`src/rtl/seq_divider_pkg.sv`:
```
// Shared types and default widths for the sequential divider.
package seq_divider_pkg;

    localparam int unsigned DEF_DIVIDEND_W = 36;
    localparam int unsigned DEF_DIVISOR_W  = 18;

    typedef enum logic [1:0] {
        IDLE = 2'd0,
        RUN  = 2'd1,
        DONE = 2'd2
    } state_t;

endpackage

```
`src/rtl/seq_divider_div_step.sv`:
```
// One radix-2 restoring division iteration: shift in the next dividend bit,
// try subtracting the divisor, keep the difference if it did not borrow.
module div_step
    import seq_divider_pkg::*;
#(
    parameter int unsigned DIVIDEND_W = DEF_DIVIDEND_W,
    parameter int unsigned DIVISOR_W  = DEF_DIVISOR_W
) (
    input  logic [DIVISOR_W:0]    i_rem,
    input  logic [DIVIDEND_W-1:0] i_quo,
    input  logic [DIVISOR_W-1:0]  i_div,
    output logic [DIVISOR_W:0]    o_rem,
    output logic [DIVIDEND_W-1:0] o_quo
);

    logic [DIVISOR_W+1:0] w_shift;
    logic [DIVISOR_W+1:0] w_diff;
    logic                 w_ge;

    // Trial subtraction one bit wider than the partial remainder so the borrow is explicit.
    always_comb begin
        w_shift = {i_rem, i_quo[DIVIDEND_W-1]};
        w_diff  = w_shift - {2'b00, i_div};
        w_ge    = ~w_diff[DIVISOR_W+1];
        o_rem   = w_ge ? w_diff[DIVISOR_W:0] : w_shift[DIVISOR_W:0];
        o_quo   = {i_quo[DIVIDEND_W-2:0], w_ge};
    end

endmodule

```
`src/rtl/seq_divider.sv`:
```
// Sequential radix-2 restoring divider, one quotient bit per clock.
// Optional macro SEQ_DIVIDER_SIGNED_EN adds the sgn port for two's-complement
// operands (quotient truncated toward zero, remainder takes the dividend sign).
module seq_divider
    import seq_divider_pkg::*;
#(
    parameter int unsigned DIVIDEND_W = DEF_DIVIDEND_W,
    parameter int unsigned DIVISOR_W  = DEF_DIVISOR_W
) (
    input  logic                  clk,
    input  logic                  rst,
    input  logic                  start,
`ifdef SEQ_DIVIDER_SIGNED_EN
    input  logic                  sgn,
`endif
    input  logic [DIVIDEND_W-1:0] dividend,
    input  logic [DIVISOR_W-1:0]  divisor,
    output logic                  busy,
    output logic                  done,
    output logic [DIVIDEND_W-1:0] quotient,
    output logic [DIVISOR_W-1:0]  remainder,
    output logic                  div_zero
);

    localparam int unsigned     CNT_W    = $clog2(DIVIDEND_W + 1);
    localparam logic [CNT_W-1:0] LAST_CNT = CNT_W'(DIVIDEND_W);

    state_t                r_state;
    state_t                w_next;
    logic [CNT_W-1:0]      r_cnt;
    logic [DIVIDEND_W-1:0] r_quo;
    logic [DIVIDEND_W-1:0] w_quo_nxt;
    logic [DIVISOR_W:0]    r_rem;
    logic [DIVISOR_W:0]    w_rem_nxt;
    logic [DIVISOR_W-1:0]  r_div;
    logic [DIVIDEND_W-1:0] r_quotient;
    logic [DIVISOR_W-1:0]  r_remainder;
    logic                  r_div_zero;
    logic                  r_q_neg;
    logic                  r_r_neg;
    logic                  w_sgn;
    logic                  w_accept;
    logic                  w_zero;
    logic                  w_dvd_neg;
    logic                  w_dsr_neg;
    logic [DIVIDEND_W-1:0] w_dvd_mag;
    logic [DIVISOR_W-1:0]  w_dsr_mag;

`ifdef SEQ_DIVIDER_SIGNED_EN
    assign w_sgn = sgn;
`else
    assign w_sgn = 1'b0;
`endif

    // Operand magnitudes and sign bookkeeping taken at acceptance.
    always_comb begin
        w_zero    = (divisor == '0);
        w_dvd_neg = w_sgn & dividend[DIVIDEND_W-1];
        w_dsr_neg = w_sgn & divisor[DIVISOR_W-1];
        w_dvd_mag = w_dvd_neg ? (~dividend + 1'b1) : dividend;
        w_dsr_mag = w_dsr_neg ? (~divisor + 1'b1) : divisor;
    end

    div_step #(
        .DIVIDEND_W (DIVIDEND_W),
        .DIVISOR_W  (DIVISOR_W)
    ) u_step (
        .i_rem (r_rem),
        .i_quo (r_quo),
        .i_div (r_div),
        .o_rem (w_rem_nxt),
        .o_quo (w_quo_nxt)
    );

    // State register.
    always_ff @(posedge clk or posedge rst) begin
        if (rst) r_state <= IDLE;
        else     r_state <= w_next;
    end

    // Next-state, acceptance and status outputs.
    always_comb begin
        w_next   = r_state;
        w_accept = 1'b0;
        busy     = 1'b0;
        done     = 1'b0;
        case (r_state)
            IDLE: begin
                if (start) begin
                    w_accept = 1'b1;
                    w_next   = w_zero ? DONE : RUN;
                end
            end
            RUN: begin
                busy = 1'b1;
                if (r_cnt == LAST_CNT) w_next = DONE;
            end
            DONE: begin
                done = 1'b1;
                if (start) begin
                    w_accept = 1'b1;
                    w_next   = w_zero ? DONE : RUN;
                end else begin
                    w_next = IDLE;
                end
            end
            default: w_next = IDLE;
        endcase
    end

    // Iteration datapath and result registers. RUN spends DIVIDEND_W cycles
    // retiring bits, then one further cycle applies sign correction while
    // loading the result registers on the way into DONE.
    always_ff @(posedge clk or posedge rst) begin
        if (rst) begin
            r_cnt       <= '0;
            r_quo       <= '0;
            r_rem       <= '0;
            r_div       <= '0;
            r_q_neg     <= 1'b0;
            r_r_neg     <= 1'b0;
            r_quotient  <= '0;
            r_remainder <= '0;
            r_div_zero  <= 1'b0;
        end else if (w_accept) begin
            r_quo   <= w_dvd_mag;
            r_rem   <= '0;
            r_div   <= w_dsr_mag;
            r_cnt   <= '0;
            r_q_neg <= w_dvd_neg ^ w_dsr_neg;
            r_r_neg <= w_dvd_neg;
            if (w_zero) begin
                r_quotient  <= '1;
                r_remainder <= dividend[DIVISOR_W-1:0];
                r_div_zero  <= 1'b1;
            end
        end else if (r_state == RUN) begin
            if (r_cnt != LAST_CNT) begin
                r_quo <= w_quo_nxt;
                r_rem <= w_rem_nxt;
                r_cnt <= r_cnt + 1'b1;
            end else begin
                r_quotient  <= r_q_neg ? (~r_quo + 1'b1) : r_quo;
                r_remainder <= r_r_neg ? (~r_rem[DIVISOR_W-1:0] + 1'b1)
                                       : r_rem[DIVISOR_W-1:0];
                r_div_zero  <= 1'b0;
            end
        end
    end

    assign quotient  = r_quotient;
    assign remainder = r_remainder;
    assign div_zero  = r_div_zero;

endmodule

```
`config.mk`:
```
export PLATFORM = sky130hd
export DESIGN_NAME = seq_divider
export DESIGN_NICKNAME = d
export VERILOG_FILES = /design/src/rtl/seq_divider_pkg.sv /design/src/rtl/seq_divider_div_step.sv /design/src/rtl/seq_divider.sv
export SDC_FILE = /design/constraint.sdc
export NUM_CORES = 1
export LEC_CHECK = 0
export CORE_MARGIN = 2
export CORE_UTILIZATION = 42
export CTS_CLUSTER_DIAMETER = 150
export CTS_CLUSTER_SIZE = 8
export DETAILED_ROUTE_END_ITERATION = 10
export GPL_TIMING_DRIVEN = 0
export PLACE_DENSITY = 0.78
export SLEW_MARGIN = 20
export SYNTH_ARGS = -nofsm -noshare
export SYNTH_HDL_FRONTEND = slang
export SYNTH_SLANG_ARGS = --single-unit
export TNS_END_PERCENT = 20
```
`constraint.sdc`:
```
create_clock -name clk -period 5.3 [get_ports clk]
set_input_delay 0.53 -clock clk [delete_from_list [all_inputs] [get_ports clk]]
set_output_delay 0.53 -clock clk [all_outputs]
set_load 0.01 [all_outputs]
```
After elaboration in Yosys (flattened, before gate mapping)
Cells that the tools add are included.

word-level totals
  latch bits = 0
  ROM bits = 0
  output and inout bits = 57
  word-level logic and storage cells = 58
  flip-flop bits (word level) = 136
  input port bits = 57
  memory bits (writable) = 0
  memories kept = 0

cells by class
  order comparisons = 0
  add/sub/neg operators = 2
  equality and inequality tests = 8
  shift-type cells = 0
  multipliers = 0
  reductions and logical operators = 8
  bitwise operators = 1
  divide/modulo/power cells = 0
  muxes and demuxes = 31

operators with widths
  kind                                                             count
  36-bit two-way mux                                               7
  19-bit two-way mux                                               4
  18-bit two-way mux                                               4
  20-bit by 18-bit subtractor with 20-bit output                   1
  18-bit zero test                                                 1
  6-bit two-way mux                                                3
  1-bit two-way mux                                                8
  2-bit two-way mux                                                4
  6-bit by 1-bit adder with 6-bit output, second input constant    1
  6-bit == test, second input constant                             1
  2-bit != test, second input constant                             3
  6-bit != test, second input constant                             1
  2-bit one-hot mux with 3 select lines                            1
  2-bit AND reduction                                              2
  2-bit nonzero test                                               2
  3-bit AND reduction                                              1
  2-bit by 1-bit == test with 1-bit output, second input constant  1
  2-bit == test, second input constant                             1
  2-bit zero test                                                  1
  2-bit by 1-bit != test with 1-bit output, second input constant  1
  2-bit OR reduction                                               1
  1-bit NOT                                                        1

Logic depth before layout (Yosys ltp)
  depth in word-level cells = 5
  mapped depth = 12
  gate-level depth less buffers = 12

Hierarchy
From an unflattened synthesis, not the netlist that was laid out.

second synthesis, totals
  cell total of the unflattened synthesis = 825
  area, all modules = 7,514.7 um^2

modules (own cells, without submodules)
  module       cells an instance  area an instance (um^2)  instances  sequential area each (um^2)
  seq_divider  614                5,925.7                  1          3,403.3
  div_step     211                1,589.0                  1          0.0

Worst setup path after synthesis
OpenSTA, ideal clock, no wires.

  kind = flip-flop to flip-flop
  from = reg r_quo[35]
  to = reg r_rem[16]
  arrival time = 2.606 ns
  data required time = 5.164 ns
  path buffers = 0
  slack = 2.559 ns
  cell stages (with the launch flop) = 13
  path through = dfrtp_1 -> inv_1 -> ha_1 -> inv_1 -> fa_1 -> a21o_1 -> a2111oi_4 -> o21bai_2 -> a21oi_1 -> nor3b_1 -> or4_1 -> nand3b_1 -> o21ai_0

on the way
  word-level cells in the longest chain between the ends = 5

RTL lines
  item                                            RTL line                    text
  start, declared                                 seq_divider.sv:31           logic [DIVIDEND_W-1:0] r_quo;
  start signal, assigned                          seq_divider.sv:126          r_quo <= w_dvd_mag;
  start signal, assigned                          seq_divider.sv:139          r_quo <= w_quo_nxt;
  20-bit by 18-bit subtractor with 20-bit output  seq_divider_div_step.sv:23  w_diff = w_shift - {2'b00, i_div};
  19-bit two-way mux                              seq_divider_div_step.sv:25  o_rem = w_ge ? w_diff[DIVISOR_W:0] : w_shift[DIVISOR_W:0];
  19-bit two-way mux                              seq_divider.sv:138          if (r_cnt != LAST_CNT) begin
  19-bit two-way mux                              seq_divider.sv:137          end else if (r_state == RUN) begin
  19-bit two-way mux                              seq_divider.sv:125          end else if (w_accept) begin
  end signal, assigned                            seq_divider.sv:140          r_rem <= w_rem_nxt;
  end, declared                                   seq_divider.sv:33           logic [DIVISOR_W:0] r_rem;

Every way passes these cells. The select of a mux whose other input is x is not followed.
A chain may end at the register's enable or synchronous reset.

Worst setup path after layout
Ends and elaborated chain as after synthesis.

==> qor.csv <==
stage;metric;value;unit
clock_network;htreeDepth;4;
synth;synthCells;742;
power;p_leak;3.82;nW
routing;antenna_left;0;
global_route;grt_start_max_net_pins;96;
critical_path;crit_family;compound AO/OA/AOI/OAI gates;
clock_network;cts_hold_buf;0;
synth;ys_seq_area_share;50.6;%
timing;fin_skew;0.0128;ns
place;io_buffers;113;
synth;synth_enable_flop_cells;0;
timing;rsz0062_at_grt;false;
die;die_h;131;um
routing;via_per_inst;5.37;
critical_path;end_kind;flip-flop;
clock_network;post_cts_resized;0;
clock_network;root_buffer;clkbuf_16;
synth;async_reset_ff_share;100;%
worst_hold_path;worstHoldPathType;input pin to asynchronous set/reset pin;
place;dp.cells;1072;
place;place.gp.congestion;0.857;
die;start_util;42.7;%
layout;regArea;3400;sq um
critical_path;critical_path.most_common_cell;inv_1;
timing;hold_viol;0;
layout;drive_gt1_share;5.52;%
global_route;antenna_found_initial;0;
die;die_x;131;um
die;num_rows;46;
power;power.density;736;nW/um^2
critical_path;required;5.60;ns
clock_network;clk_pin_slew;0.06;ns
layout;final_common_cell;nand2_1;
critical_path;cp.depth;12;
die;core_area;15800;sq um
power;ir_worst_vdd;0.000406;V
timing;max_freq;327;MHz
clock_network;cts_tree;built;
synth;synth_seq_cells;136;
power;power;0.00650;W
timing;drv_slew;0;
synth;yosysUniqueCellTypes;53;
layout;fin_nets;953;
layout;syn_to_final_growth;31.1;%
critical_path;critPathSlowestCell;or4_1;
critical_path;cp_data_arrival_time;3.36;ns
routing;drt_iter0_drc;382;
layout;layout_common_cells;152 x nand2_1, 136 x dfrtp_1, 113 x clkdlybuf4s50_1, 87 x nor2_1, 79 x o21ai_0;
critical_path;crit_type;flip-flop to flip-flop;
clock_network;cts_sinks;136;
clock_network;insertion_delay;0.44;ns
layout;fillers;1392;
routing;dr.pass1.iters;5;
routing;avgRoutedWirePerCell;16.5;um
routing;routed_wl;18200;um
synth;avgSynthCellArea;9.07;sq um
critical_path;start_kind;flip-flop;
critical_path;crit_fanout;4;
die;io_pins;114;
flow_run;maxCapViolCount;0;
outcome;status;completed;
synth;synth_warnings;0;
global_route;grt_usage;22.8;%
timing;relSlewSlack;54.1;%
synth;synth-main-ff-cell;dfrtp_1;
timing;min_period_over_period;57.7;%
timing;setup_viol;0;
layout;multi_input_area;3060;sq um
die;dieArea;17100;sq um
clock_network;clockBufferDepth;2;
global_route;overflow;0;
layout;layout.cells.non_filler;1104;
global_route;grt_pass1_wl;30000;um
global_route;grt_pass1_vias;5813;
critical_path;crit_buf_inv;2;
layout;n_antenna_cell;0;
routing;vias;5926;
critical_path;r2r_cells;12;
synth;syn_area;6730;sq um
routing;route.detailed.drc;0;
synth;syn-num-nets;820;
clock_network;cts_setup_buffers;0;
timing;worst_slew_pin_slew;0.688;ns
timing;min_period;3.06;ns
critical_path;critical-path-max-stage-delay;0.50;ns
critical_path;crit_chain;inv_1 > ha_1 > inv_1 > fa_1 > a21o_1 > a2111oi_4 > o21bai_2 > a21oi_1 > nor3b_1 > or4_1 > nand3b_1 > o21ai_0;
clock_network;numCtsBuffers;17;
place;dp_hpwl;13100;um
==> power breakdown <==
part	internal (W)	switching (W)
Clock	0.000844	0.000491
Combinational	0.00151	0.00167
Sequential	0.00158	0.000400
Total	0.00393	0.00256
==> worst paths after layout <==
check	start	endpoint	slack, ns
worst min-delay path	rst	quotient[15]	0.47
worst max register to register	r_quo[35]	r_rem[16]	2.24
worst min register to register	r_quo[33]	quotient[33]	0.49
max in group asynchronous	rst	r_div[15]	4.06
min in group clk	r_quo[33]	quotient[33]	0.49
worst max-delay path	r_quo[35]	r_rem[16]	2.24
==> cell families (layout without fill, tap and decap cells) <==
kind of cell	after synthesis	after routing	share of synthesized area (%)
simple gates	290	290	18.2
compound gates	181	181	16.5
flops	136	136	50.6
buf+inv	68	214	3.96
mux	26	26	3.88
fa+ha+maj	21	21	4.01
xor+xnor	20	20	2.88
==> registers in the layout (all words and copies together), names as in the netlist <==
signal,flops
r_state,2
quotient,36
remainder,18
r_cnt,6
r_rem,19
r_quo,36
div_zero,1
r_div,18
==> per-layer routing <==
layer	wire, um	up-vias	GRT usage, %
li1	-	2815	-
met1	8060	2846	30.4
met2	8540	225	36.4
met3	1020	40	4.11
met4	616	0	10.5
met5	0	-	0
==> synthesized netlist by cell type, types with 3 or more instances <==
library cell  number  area [sq um]
nand2_1          152           571
dfrtp_1          136          3400
nor2_1            87           327
o21ai_0           79           395
a31oi_1           38           238
clkbuf_1          32           120
mux2i_1           25           250
inv_1             24          90.1
ha_1              20           250
a21oi_1           18          90.1
a21o_1            11          82.6
xnor2_1           10          87.6
xor2_1             9          78.8
buf_1              8          30.0
nand3_1            8          40.0
nor2b_1            8          50.1
o21ai_1            8          40.0
a32oi_1            7          61.3
nand4_1            6          37.5
nand2b_1           4          25.0
nor3_1             4          20.0
and2_1             3          18.8
and3_1             3          18.8
buf_2              3          15.0
nor4_1             3          18.8
o31ai_1            3          22.5
==> final cells by class <==
cell class / count / share of cell area, %
tap: 216 / 3.06
clock buffer: 17 / 4.82
multi-input combinational: 538 / 34.7
timing repair buffer: 114 / 13.1
buffer: 44 / 2.00
inverter: 24 / 1.11
sequential: 136 / 38.6
clock inverter: 15 / 2.65
==> worst reg2reg max path: cells and delay by family (launching register included) <==
kind                     cells  cell delay [ns]
flip-flops                   1             0.41
AND/OR/NAND/NOR              3             0.68
buffers and inverters        2             0.17
adder cells (fa/ha/maj)      2             0.58
AO/OA/AOI/OAI                5             1.08
==> metrics by stage <==
step / area (sq um) / hold slack, ns / TNS, ns / setup WS, ns / util [%]
after global placement: 8130 / 0.471 / -93.25 / -0.694 / 51.6
final: 8830 / 0.472 / 0 / 2.24 / 56.0
after floorplan: 6730 / 0.450 / 0 / 1.13 / -
after detailed placement: 8170 / 0.483 / 0 / 2.13 / 51.8
after global routing: 8830 / 0.516 / 0 / 1.97 / 56.0
after CTS: 8830 / 0.485 / 0 / 2.27 / 56.0
No activity file was read; power rests on OpenSTA's default activity.
